## config.mk

```make
export PLATFORM = sky130hd
export DESIGN_NAME = acc
export DESIGN_NICKNAME = d
export VERILOG_FILES = /design/src/rtl/acc.sv
export SDC_FILE = /design/constraint.sdc
export NUM_CORES = 1
export LEC_CHECK = 0
export ABC_AREA = 1
export CAP_MARGIN = 20
export CORE_UTILIZATION = 44
export CTS_BUF_LIST = sky130_fd_sc_hd__clkbuf_16
export DETAILED_ROUTE_END_ITERATION = 6
export PLACE_DENSITY = 0.81
export SLEW_MARGIN = 20
export SYNTH_ARGS = -nofsm -noshare
export SYNTH_HDL_FRONTEND = slang
export SYNTH_SLANG_ARGS = --single-unit
```

## constraint.sdc

```tcl
create_clock -name clk -period 1.8 [get_ports clk]
set_clock_uncertainty 0.15 [all_clocks]
set_input_delay 0.36 -clock clk [delete_from_list [all_inputs] [get_ports clk]]
set_output_delay 0.36 -clock clk [all_outputs]
set_load 0.005 [all_outputs]
```

## src/rtl/acc.sv

```systemverilog
// acc: JVM bytecode -> ARM word translator; program/microcode ROMs are constant tables read in one cycle.
// One word per oram_ready handshake; WAIT holds arm_inst while oram_ready=0. `define WIDE_EN honours the 0xC4 prefix.
module acc #(
  parameter int              SMNL             = 3,
  parameter int              PARAM_LEN        = 2,
  parameter int              adr_rom_adr_size = 8,
  parameter logic [SMNL-1:0] FSTATE           = 3'd7,
  parameter logic [2047:0]   PROG             = 2048'hFF
) (
  input  logic                        clk,
  input  logic                        reset,
  input  logic                        oram_ready,
  output logic [31:0]                 arm_inst,
  output logic                        valid_write,
  output logic [7:0]                  oram_iter,
  output logic [SMNL-1:0]             state,
  output logic                        waiting,
  output logic [7:0]                  iram,
  output logic                        iram_ready,
  output logic [7:0]                  jvm_opcode,
  output logic [PARAM_LEN-1:0]        parameter_number,
  output logic                        param_even,
  output logic [7:0]                  byte_to_push,
  output logic                        push_wide,
  output logic                        is_wide,
  output logic                        q_select,
  output logic [31:0]                 push_inst,
  output logic [31:0]                 instr,
  output logic [adr_rom_adr_size-1:0] link_list_ptr
);
  localparam int LW = 32 + adr_rom_adr_size + 1;
  typedef logic [adr_rom_adr_size-1:0] ptr_t;
  typedef logic [PARAM_LEN-1:0]        cnt_t;
  typedef enum logic [SMNL-1:0] {
    S_IDLE = 3'd0, S_FETCH = 3'd1, S_DECODE = 3'd2, S_PARAM = 3'd3,
    S_PUSH = 3'd4, S_EMIT = 3'd5, S_WAIT = 3'd6, S_FINAL = FSTATE
  } state_t;

  function automatic cnt_t cnt_rom(input logic [7:0] op);
    case (op)
      8'h10, 8'h15: cnt_rom = cnt_t'(1);
      8'h11:        cnt_rom = cnt_t'(2);
      default:      cnt_rom = '0;
    endcase
  endfunction

  function automatic ptr_t start_rom(input logic [7:0] op);
    case (op)
      8'h10:   start_rom = ptr_t'(1);
      8'h11:   start_rom = ptr_t'(2);
      8'h15:   start_rom = ptr_t'(5);
      8'hC4:   start_rom = ptr_t'(7);
      default: start_rom = ptr_t'(0);
    endcase
  endfunction

  // Entry layout: {instr, next pointer, last}
  function automatic logic [LW-1:0] list_rom(input ptr_t p);
    case (p)
      ptr_t'(1): list_rom = {32'hE52D_1004, ptr_t'(0), 1'b1};
      ptr_t'(2): list_rom = {32'hE1A0_1401, ptr_t'(3), 1'b0};
      ptr_t'(3): list_rom = {32'hE181_1002, ptr_t'(4), 1'b0};
      ptr_t'(4): list_rom = {32'hE52D_1004, ptr_t'(0), 1'b1};
      ptr_t'(5): list_rom = {32'hE79B_1101, ptr_t'(6), 1'b0};
      ptr_t'(6): list_rom = {32'hE52D_1004, ptr_t'(0), 1'b1};
      ptr_t'(7): list_rom = {32'hE320_F000, ptr_t'(0), 1'b1};
      default:   list_rom = {32'hE1A0_0000, ptr_t'(0), 1'b1};
    endcase
  endfunction

  state_t          state_q, ret_q, nxt_d;
  logic [7:0]      pc_q, iram_q, jvm_opcode_q, byte_q, oram_iter_q;
  logic            iram_ready_q, param_even_q, push_wide_q, is_wide_q, q_select_q;
  logic            valid_write_q, waiting_q, list_vld_q;
  cnt_t            cnt_q, pn_q;
  ptr_t            start_q, ptr_q;
  logic [LW-1:0]   list_q;
  logic [31:0]     push_inst_q, arm_inst_q, push_inst_d, emit_word_d;

  always_comb begin
    push_inst_d = push_wide_q ? 32'hE3A0_3001
                : ((param_even_q ? 32'hE3A0_1000 : 32'hE3A0_2000) | {24'd0, byte_q});
    emit_word_d = (state_q == S_PUSH) ? push_inst_d : list_q[LW-1 -: 32];
    nxt_d = S_EMIT;
    if (state_q == S_PUSH) begin
      if (!push_wide_q && pn_q != cnt_t'(1))  nxt_d = S_PARAM;
      else if (!push_wide_q && is_wide_q)     nxt_d = S_PUSH;
    end else if (list_q[0]) begin
      nxt_d = S_FETCH;
    end
  end

  always_ff @(posedge clk or negedge reset) begin
    if (!reset) begin
      state_q <= S_IDLE;      ret_q <= S_IDLE;      pc_q <= '0;
      iram_q <= '0;           iram_ready_q <= 1'b0; jvm_opcode_q <= '0;
      cnt_q <= '0;            start_q <= '0;        pn_q <= '0;
      param_even_q <= 1'b0;   byte_q <= '0;         push_wide_q <= 1'b0;
      is_wide_q <= 1'b0;      q_select_q <= 1'b0;   push_inst_q <= '0;
      arm_inst_q <= '0;       valid_write_q <= 1'b0; oram_iter_q <= '0;
      waiting_q <= 1'b0;      ptr_q <= '0;          list_q <= '0;
      list_vld_q <= 1'b0;
    end else begin
      // ROM reads; the *_ready/_vld flags drop for one cycle whenever the address moves
      iram_q        <= PROG[{pc_q, 3'b000} +: 8];
      cnt_q         <= cnt_rom(iram_q);
      start_q       <= start_rom(iram_q);
      list_q        <= list_rom(ptr_q);
      iram_ready_q  <= 1'b1;
      list_vld_q    <= 1'b1;
      valid_write_q <= 1'b0;
      case (state_q)
        S_IDLE: state_q <= S_FETCH;
        S_FETCH: if (iram_ready_q) begin
          if (iram_q == 8'hFF) begin
            state_q <= S_FINAL;
`ifdef WIDE_EN
          end else if (iram_q == 8'hC4) begin
            is_wide_q    <= 1'b1;
            pc_q         <= pc_q + 8'd1;
            iram_ready_q <= 1'b0;
`endif
          end else begin
            jvm_opcode_q <= iram_q;
            pc_q         <= pc_q + 8'd1;
            iram_ready_q <= 1'b0;
            state_q      <= S_DECODE;
          end
        end
        S_DECODE: begin
          pn_q         <= is_wide_q ? cnt_t'(cnt_q << 1) : cnt_q;
          ptr_q        <= start_q;
          list_vld_q   <= 1'b0;
          param_even_q <= 1'b1;
          if (cnt_q != '0) begin
            state_q <= S_PARAM;
          end else if (is_wide_q) begin
            push_wide_q <= 1'b1;
            state_q     <= S_PUSH;
          end else begin
            state_q <= S_EMIT;
          end
        end
        S_PARAM: if (iram_ready_q) begin
          byte_q       <= iram_q;
          pc_q         <= pc_q + 8'd1;
          iram_ready_q <= 1'b0;
          state_q      <= S_PUSH;
        end
        // Side effects happen at the attempt; a stall only defers the write strobe.
        S_PUSH, S_EMIT: if (state_q == S_PUSH || list_vld_q) begin
          arm_inst_q <= emit_word_d;
          ret_q      <= nxt_d;
          if (oram_ready) begin
            valid_write_q <= 1'b1;
            oram_iter_q   <= oram_iter_q + 8'd1;
            state_q       <= nxt_d;
          end else begin
            waiting_q <= 1'b1;
            state_q   <= S_WAIT;
          end
          if (state_q == S_PUSH) begin
            q_select_q  <= 1'b1;
            push_inst_q <= push_inst_d;
            push_wide_q <= !push_wide_q && is_wide_q && (pn_q == cnt_t'(1));
            if (!push_wide_q) begin
              param_even_q <= !param_even_q;
              pn_q         <= pn_q - cnt_t'(1);
            end
          end else begin
            q_select_q <= 1'b0;
            ptr_q      <= list_q[adr_rom_adr_size:1];
            list_vld_q <= 1'b0;
            if (list_q[0]) is_wide_q <= 1'b0;
          end
        end
        S_WAIT: if (oram_ready) begin
          valid_write_q <= 1'b1;
          oram_iter_q   <= oram_iter_q + 8'd1;
          waiting_q     <= 1'b0;
          state_q       <= ret_q;
        end
        S_FINAL: state_q <= S_FINAL;
        default: state_q <= S_IDLE;
      endcase
    end
  end

  assign arm_inst         = arm_inst_q;
  assign valid_write      = valid_write_q;
  assign oram_iter        = oram_iter_q;
  assign state            = state_q;
  assign waiting          = waiting_q;
  assign iram             = iram_q;
  assign iram_ready       = iram_ready_q;
  assign jvm_opcode       = jvm_opcode_q;
  assign parameter_number = pn_q;
  assign param_even       = param_even_q;
  assign byte_to_push     = byte_q;
  assign q_select         = q_select_q;
  assign push_inst        = push_inst_q;
  assign instr            = list_q[LW-1 -: 32];
  assign link_list_ptr    = ptr_q;
`ifdef WIDE_EN
  assign push_wide        = push_wide_q;
  assign is_wide          = is_wide_q;
`else
  assign push_wide        = 1'b0;
  assign is_wide          = 1'b0;
`endif
endmodule

```

* After elaboration in Yosys (flattened, before gate mapping)
Cells that the tools add are included.
** Storage, ports and cells
- Output and inout port bits :: 148
- Register bits :: 178
- Input bits :: 3
- Word-level logic and storage cells :: 133
** Cells by class
- Reduce and logical (&&, ||, !) cells :: 23
- Shift operators :: 1
- Bitwise operators :: 3
- Eq/ne operators :: 30
- Add/sub/neg operators :: 3
- Muxes and demuxes :: 52
** Operators with widths (number)
- $shiftx A2048 B12 Y8 const A :: 1
- $pmux W36 S5 :: 1
- $mux W32 :: 2
- $mux W8 :: 7
- $pmux W8 S2 :: 3
- $eq A8 B3 Y1 const B :: 4
- $or A32 B8 Y32 :: 1
- $mux W3 :: 10
- $eq A8 B5 Y1 const B :: 3
- $pmux W3 S7 :: 1
- $ne A2 B2 Y1 const B :: 10
- $add A8 B1 Y8 const B :: 2
- $eq A8 B2 Y1 const B :: 2
- $eq A8 B8 Y1 const B :: 2
- $mux W1 :: 16
- $reduce_and A4 Y1 :: 4
- $mux W14 :: 1
- $eq A3 B3 Y1 const B :: 4
- $pmux W3 S4 :: 1
- $pmux W1 S2 :: 5
- $reduce_and A3 Y1 :: 3
- $eq A8 B1 Y1 const B :: 1
- $pmux W2 S2 :: 2
- $reduce_bool A2 Y1 :: 4
- other kinds (14) :: 22

* Depth between registers and ports, before layout
Gate-level depths: netlist of the first run.
- Depth in word-level cells :: 7
- Mapped depth :: 9
- Gate-level depth less buffers :: 9

* Worst setup path after synthesis of the first run
No wires, ideal clock.
- Path type :: register to register
- From :: register state_q[0] (netlist: state[0])
- To :: register arm_inst_q[0] (netlist: arm_inst[0])
- Required time :: 1517 ps
- Arrival time :: 1167 ps
- Stages on the path, launching flop included :: 9
- Path slack :: 350 ps
- Library setup time :: 133 ps
- Clock period less this slack :: 1450 ps
- Buffers on the path :: 2
- Cell sequence :: dfrtp_1 > buf_6 > nor2_4 > nand2_4 > inv_2 > nor2_4 > buf_6 > nand2_1 > o211ai_1
** On the way
- Cells in the longest elaborated chain, start to end :: 3
- Elaborated cells between the ends (all ways) :: 6
- Classes of those cells :: eq/ne (2); mux (1); reduce/logical (3)
** RTL lines
- from (decl) :: RTL line 71 : state_t state_q, ret_q, nxt_d;
- from (signal assigned) :: RTL line 157 : state_q <= nxt_d;
- from (signal assigned) :: RTL line 181 : state_q <= ret_q;
- $eq A3 B3 Y1 (on tied branches) :: RTL line 83, 112, 151
- $reduce_or A2 Y1 / $logic_or A1 B1 Y1 (equally long branches) :: RTL line 112, 151
- $reduce_and A2 Y1 (no line)
- to (signal assigned) :: RTL line 152 : arm_inst_q <= emit_word_d;
- to (decl) :: RTL line 78 : logic [31:0] push_inst_q, arm_inst_q, push_inst_d, emit_word_d;
Parallel ways exist; a longest one is shown, timed or not.
A chain may end at the register's enable or synchronous reset.

==> key figures, run 1 <==
Global route
  – Wire length of the first global-routing pass: 12.7 mm
  – Total global routing track utilization: 0.186
  – Vias in the first global route: 2,676
  – Maximum number of pins on one net before global-route repair: 72
  – Overall overflow remaining after global route: 0
  – Number of antenna violations at the first check in global routing: 0

Floorplan
  – Initial core utilization: 0.463
  – Width of the chip: 95.9 um
  – Floorplan Core Area: 0.00838 mm^2
  – Die ar.: 0.00920 mm^2
  – Site Rows: 33
  – Boundary Pins: 151
  – Height of the die: 95.9 um

Placement
  – Post-DP HPWL: 5.58 mm
  – Number of buffer cells added on primary ports: 113
  – Cell count after placement: 576
  – RD Place Congestion: 0.833
  – Pre-CTS setup slack: 0.134 ns

Timing
  – Post-layout worst setup margin: 0.0188 ns
  – Final hold violation count: 0
  – Final setup violating endpoints: 0
  – Min Tclk post-route: 1.78 ns
  – Final number of max-transition violations: 0
  – Setup total negative slack: 0 ns
  – Fin crit share: 0.990
  – Setup repair after global routing missed its margin: false
  – Maximum operating frequency: 561 MHz

Finish
  – Share of the core filled with cells in the final layout: 0.604
  – Synthesis-to-finish area growth: 30.3%
  – Number of nets in the finished design: 516
  – Most common library cell in the layout ignoring fill and taps: nand2_1
  – Fin cells: 619
  – Antenna cell count: 0
  – Fraction of layout instances using a drive strength above 1: 0.160
  – Filler cell count in the final layout: 711
  – Commonest cells after routing, fill and taps aside: 91 x nand2_1, 68 x clkdlybuf4s50_1, 59 x dfrtp_1

Clock tree
  – CTS tree: yes
  – Total number of clock tree sinks: 71
  – Number of buffers added by the clock tree synthesis step: 9
  – Maximum count of clock buffers along a single path: 2
  – Clock Root Buffer: clkbuf_16
  – Clock edge transition at the registers on the reported setup and hold paths: 0.06 ns
  – Clock latency of the later-clocked register in the worst-skew pair: 0.33 ns
  – H-tree depth: 3

Yosys
  – Count of cell types in the netlist: 36
  – Post-Synthesis Cell Area: 0.00388 mm^2
  – Seq cells post-synth: 71
  – Synthesized instance count: 425
  – Portion of synthesized cell area occupied by the leading cell type: 0.458
  – Share of synthesized area occupied by flip-flops and latches: 0.458
  – Biggest area consumer among synthesized cells: dfrtp_1
  – Avg Synthesized Cell Area: 9.13 um^2
  – Count of yosys warnings during synthesis: 0
  – Largest cells by area after synthesis: dfrtp_1 46%, buf_4 20%, nand2_1 8.8%

Pwr
  – Combinational cell fraction of total power: 0.446
  – Leakage power figure: 2.69 nW
  – Largest vdd supply drop: 0.587 mV
  – Sequential share of power: 0.315
  – Power per cell area: 1430 mW/mm^2
  – Proportion of power drawn by the clock network: 0.239
  – Net switching power: 2.58 mW
  – Total power of the final layout: 7.25 mW
  – Switching share of power: 0.355
  – Internal cell power: 4.67 mW

Route
  – Iteration-0 DRC count of the detailed router: 103
  – DR vias/cell: 4.71
  – Total iterations of the first detailed-routing run: 4
  – Wire length per cell after detailed routing: 13.3 um
  – Post-route ant nets: 0
  – Via count of the routed design: 2,916
  – Number of DRC violations after detailed routing: 0
  – Final Routed Wirelength: 8.25 mm

Worst setup path
  – Classification of the worst setup path: flip-flop to output pin
  – Sequence of cells on the critical path: clkdlybuf4s50_1
  – Critical-path cell with the highest stage delay: clkdlybuf4s50_1
  – Total buffers and inverters traversed by the critical path: 1
  – Critical path endpoint category: output pin
  – Critical path's largest stage delay: 0.55 ns
  – CP Data Arrival Time: 1.27 ns
  – Critical path required time: 1.29 ns
  – Largest delay contributor family on the critical path: buffers and inverters
  – CP startpoint kind: flip-flop
  – Highest fanout seen on the critical path: 4

Run status
  – Result of the run: finished, final reports clean

Flow run
  – Max-cap violation count: 0

Min path
  – Worst min-delay path class: flip-flop to flip-flop
## state kept, by name, summed over array words and instances (netlist names), 2 cells and up
register          count
arm_inst             16
list_q               15
oram_iter             8
pc_q                  8
push_inst             4
link_list_ptr         3
ret_q                 3
state                 3
parameter_number      2
## logic make-up (layout without fill, tap and decap cells)
logic type | count (synthesis) | in the layout | synth area share
AOI/OAI and AO/OA | 33 | 33 | 0.0567
buffers and inverters | 146 | 199 | 0.253
xor gates and xnor gates | 12 | 12 | 0.0271
and+or+nand+nor | 157 | 157 | 0.191
DFF | 71 | 71 | 0.458
adders and majority gates | 4 | 4 | 0.0129
other | 2 | 38 | 0.00193
## Yosys cell counts
cell type and n:
nor4_1 1, nand3_4 2, or2_2 4, nand2_2 3
o22a_1 4, nand3_2 1, nor2_2 2, ha_1 4
inv_1 33, and2_1 1, nor2_1 19, a31oi_1 1
inv_2 2, xor2_1 7, a22o_1 3, o211ai_1 3
o21a_1 1, nor2_4 3, nand4_1 4, nand2_1 91
o22ai_1 2, nand2_4 3, a21oi_1 4, dfrtp_1 71
nor3_1 3, inv_4 1, nand3_1 18, xnor2_1 5
o21ai_0 11, a41oi_1 1, conb_1 2, nand3b_1 2
buf_4 105, buf_6 5, o21ai_1 2, a21oi_4 1
## final timing paths
path                            cells past startpoint  slack [ns]                  endpoint                startpoint
worst min register to register                      2        0.32  arm_inst[18]$_DFFE_PN0P_  arm_inst[18]$_DFFE_PN0P_
worst min-delay path                                2        0.32  arm_inst[18]$_DFFE_PN0P_  arm_inst[18]$_DFFE_PN0P_
worst max register to register                      7        0.10   arm_inst[0]$_DFFE_PN0P_      state[2]$_DFFE_PN0P_
worst max-delay path                                1        0.02                   iram[2]         iram[6]$_DFF_PN0_
min in group asynchronous                           3        0.42  arm_inst[21]$_DFFE_PN0P_                     reset
max in group asynchronous                           3        0.73      state[0]$_DFFE_PN0P_                     reset
## routing by layer
metal	up-vias	part of all wire	GRT usage
met1	1405	0.42	0.225
li1	1369	-	-
met3	20	0.053	0.0363
met5	-	0	0
met2	122	0.50	0.307
met4	0	0.031	0.112
## per-stage QoR
step	hold WS (ns)	area [um^2]
after global placement	0.257	4520
after global routing	0.344	5060
after detailed placement	0.266	4520
final	0.319	5060
after CTS	0.328	4940
after floorplan	-0.0856	4020
## power by group through the flow
stage          sequential, mW  clock [mW]  combinational [mW]
2_1_floorplan            2.33           0                1.93
3_3_place_gp             2.39           0                2.84
3_5_place_dp             2.42           0                2.92
4_1_cts                  2.30        1.75                3.15
5_1_grt                  2.34        1.81                3.57
6_report                 2.28        1.73                3.23
## area by class of cell
class / instances / area [um^2] / area share
flip-flops and latches: 71 / 1790 / 0.354
multi-input cells: 244 / 1260 / 0.250
inverters: 36 / 141 / 0.0279
well taps: 105 / 131 / 0.0260
clock buffers: 9 / 225 / 0.0445
clock inverters: 7 / 63.8 / 0.0126
repair buffers: 147 / 1440 / 0.285
## what timing repair did
action                                  4_1_cts  5_1_grt
resized for setup                            41       22
hold endpoints to repair                     71        0
gates cloned                                  0        0
hold buffers                                  1        0
endpoints found under the setup margin       57       36
pin swaps                                     0        0
setup buffers                                18        8
No activity file was read; power rests on OpenSTA's default activity.
==> run 2, diff against run 1 <==
- CORE_UTILIZATION: 44 -> 40
- PLACE_DENSITY: 0.81 -> 0.74
==> run 2 against run 1 <==
Final area rose by 0.30%. Sequential power is essentially flat. Critical endpoint is now oram_iter[2]. Fmax grew 0.62%. Total power shrank 1.4%. Register-to-register slack is essentially flat. Worst setup slack better by 0.011 ns.
==> key figures, run 2 (synthesized netlist as in run 1, its figures left out) <==
Run status
  – Result of the run: finished, final reports clean

Clock tree
  – Total number of clock tree sinks: 71
  – Number of buffers added by the clock tree synthesis step: 9
  – CTS tree: yes
  – Clock edge transition at the registers on the reported setup and hold paths: 0.06 ns
  – H-tree depth: 3
  – Maximum count of clock buffers along a single path: 2
  – Clock latency of the later-clocked register in the worst-skew pair: 0.33 ns
  – Clock Root Buffer: clkbuf_16

Worst setup path
  – CP startpoint kind: flip-flop
  – Critical-path cell with the highest stage delay: clkdlybuf4s50_1
  – Critical path required time: 1.29 ns
  – Critical path's largest stage delay: 0.52 ns
  – Total buffers and inverters traversed by the critical path: 1
  – Critical path endpoint category: output pin
  – Sequence of cells on the critical path: clkdlybuf4s50_1
  – CP Data Arrival Time: 1.26 ns
  – Largest delay contributor family on the critical path: buffers and inverters
  – Classification of the worst setup path: flip-flop to output pin
  – Highest fanout seen on the critical path: 5

Floorplan
  – Die ar.: 0.0101 mm^2
  – Initial core utilization: 0.416
  – Height of the die: 101 um
  – Boundary Pins: 151
  – Floorplan Core Area: 0.00933 mm^2
  – Width of the chip: 101 um
  – Site Rows: 35

Timing
  – Final number of max-transition violations: 0
  – Final hold violation count: 0
  – Fin crit share: 0.983
  – Min Tclk post-route: 1.77 ns
  – Maximum operating frequency: 565 MHz
  – Final setup violating endpoints: 0
  – Smallest hold slack: 0.329 ns

Global route
  – Vias in the first global route: 2,636
  – Maximum number of pins on one net before global-route repair: 72
  – Number of antenna violations at the first check in global routing: 0
  – Wire length of the first global-routing pass: 12.6 mm
  – Overall overflow remaining after global route: 0
  – Total global routing track utilization: 0.162

Pwr
  – Total power of the final layout: 7.14 mW
  – Leakage power figure: 2.76 nW
  – Largest vdd supply drop: 0.674 mV
  – Power per cell area: 1410 mW/mm^2

Route
  – DR vias/cell: 4.48
  – Via count of the routed design: 2,864
  – Number of DRC violations after detailed routing: 0
  – Post-route ant nets: 0
  – Iteration-0 DRC count of the detailed router: 102
  – Final Routed Wirelength: 8.16 mm
  – Wire length per cell after detailed routing: 12.8 um
  – Total iterations of the first detailed-routing run: 4

Finish
  – Synthesis-to-finish area growth: 30.7%
  – Commonest cells after routing, fill and taps aside: 91 x nand2_1, 69 x clkdlybuf4s50_1, 57 x dfrtp_1
  – Final Instance Area: 0.00507 mm^2
  – Max reg flops: 16
  – Antenna cell count: 0
  – Filler cell count in the final layout: 830
  – Fraction of layout instances using a drive strength above 1: 0.162
  – Number of nets in the finished design: 514
  – Most common library cell in the layout ignoring fill and taps: nand2_1
  – Fin cells: 640

Min path
  – Worst min-delay path class: flip-flop to flip-flop

Placement
  – Post-DP HPWL: 5.57 mm
  – Cell count after placement: 600
  – RD Place Congestion: 0.873
  – Number of buffer cells added on primary ports: 113
  – Area post-placement: 0.00452 mm^2

Flow run
  – Max-cap violation count: 0
[run 2: cell types whose count changed in the layout (fill, tap and decap cells not counted), sizes merged]
cell	delta
buf	-2
dlygate4sd2	-7
clkdlybuf4s50	+1
dlymetal6s2s	+6
clkinv	-1
[run 2: through the flow]
stage	setup TNS, ns	setup WS, ns	utilization
detailed placement	0	0.0382	0.485
global placement	0	0.110	0.485
floorplan	0	0.350	-
finish	0	0.0298	0.544
CTS	0	0.0000977	0.527
global route	-0.0331	-0.0109	0.544
[run 2: routing by layer]
layer	vias up	share of wire	track usage
li1	1363	-	-
met2	113	0.51	0.269
met3	15	0.067	0.0409
met1	1373	0.40	0.197
met4	0	0.021	0.0758
met5	-	0	0
[run 2: cell type report]
cell class	instances	area [um^2]	share of cell area
Sequential cell	71	1790	0.354
Timing Repair Buffer	145	1430	0.282
Multi-Input combinational cell	244	1260	0.248
Clock buffer	9	225	0.0444
Tap cell	129	161	0.0318
Inverter	36	138	0.0271
Clock inverter	6	63.8	0.0126
[run 2: worst paths after layout]
kind                       slack [ns]                        to  cells past startpoint                     start
min in group asynchronous        0.43  arm_inst[23]$_DFFE_PN0P_                      3                     reset
max                              0.03              oram_iter[2]                      1  oram_iter[2]$_DFFE_PN0P_
min reg2reg                      0.33  arm_inst[18]$_DFFE_PN0P_                      2  arm_inst[18]$_DFFE_PN0P_
max reg2reg                      0.11      state[2]$_DFFE_PN0P_                      9      state[0]$_DFFE_PN0P_
max in group asynchronous        0.73  oram_iter[5]$_DFFE_PN0P_                      3                     reset
min                              0.33  arm_inst[18]$_DFFE_PN0P_                      2  arm_inst[18]$_DFFE_PN0P_
[run 2: repair_timing]
| item | in CTS | in global routing |
|---|---|---|
| buffers inserted | 12 | 12 |
| hold endpoints to repair | 71 | 0 |
| pin swaps | 0 | 1 |
| endpoints found under the setup margin | 55 | 46 |
| hold buffers | 1 | 0 |
| resized for setup | 34 | 27 |
[run 2: where the power goes]
| group | internal [mW] | switching, mW |
|---|---|---|
| clock network | 1.06 | 0.661 |
| logic | 1.57 | 1.60 |
| registers | 1.98 | 0.274 |
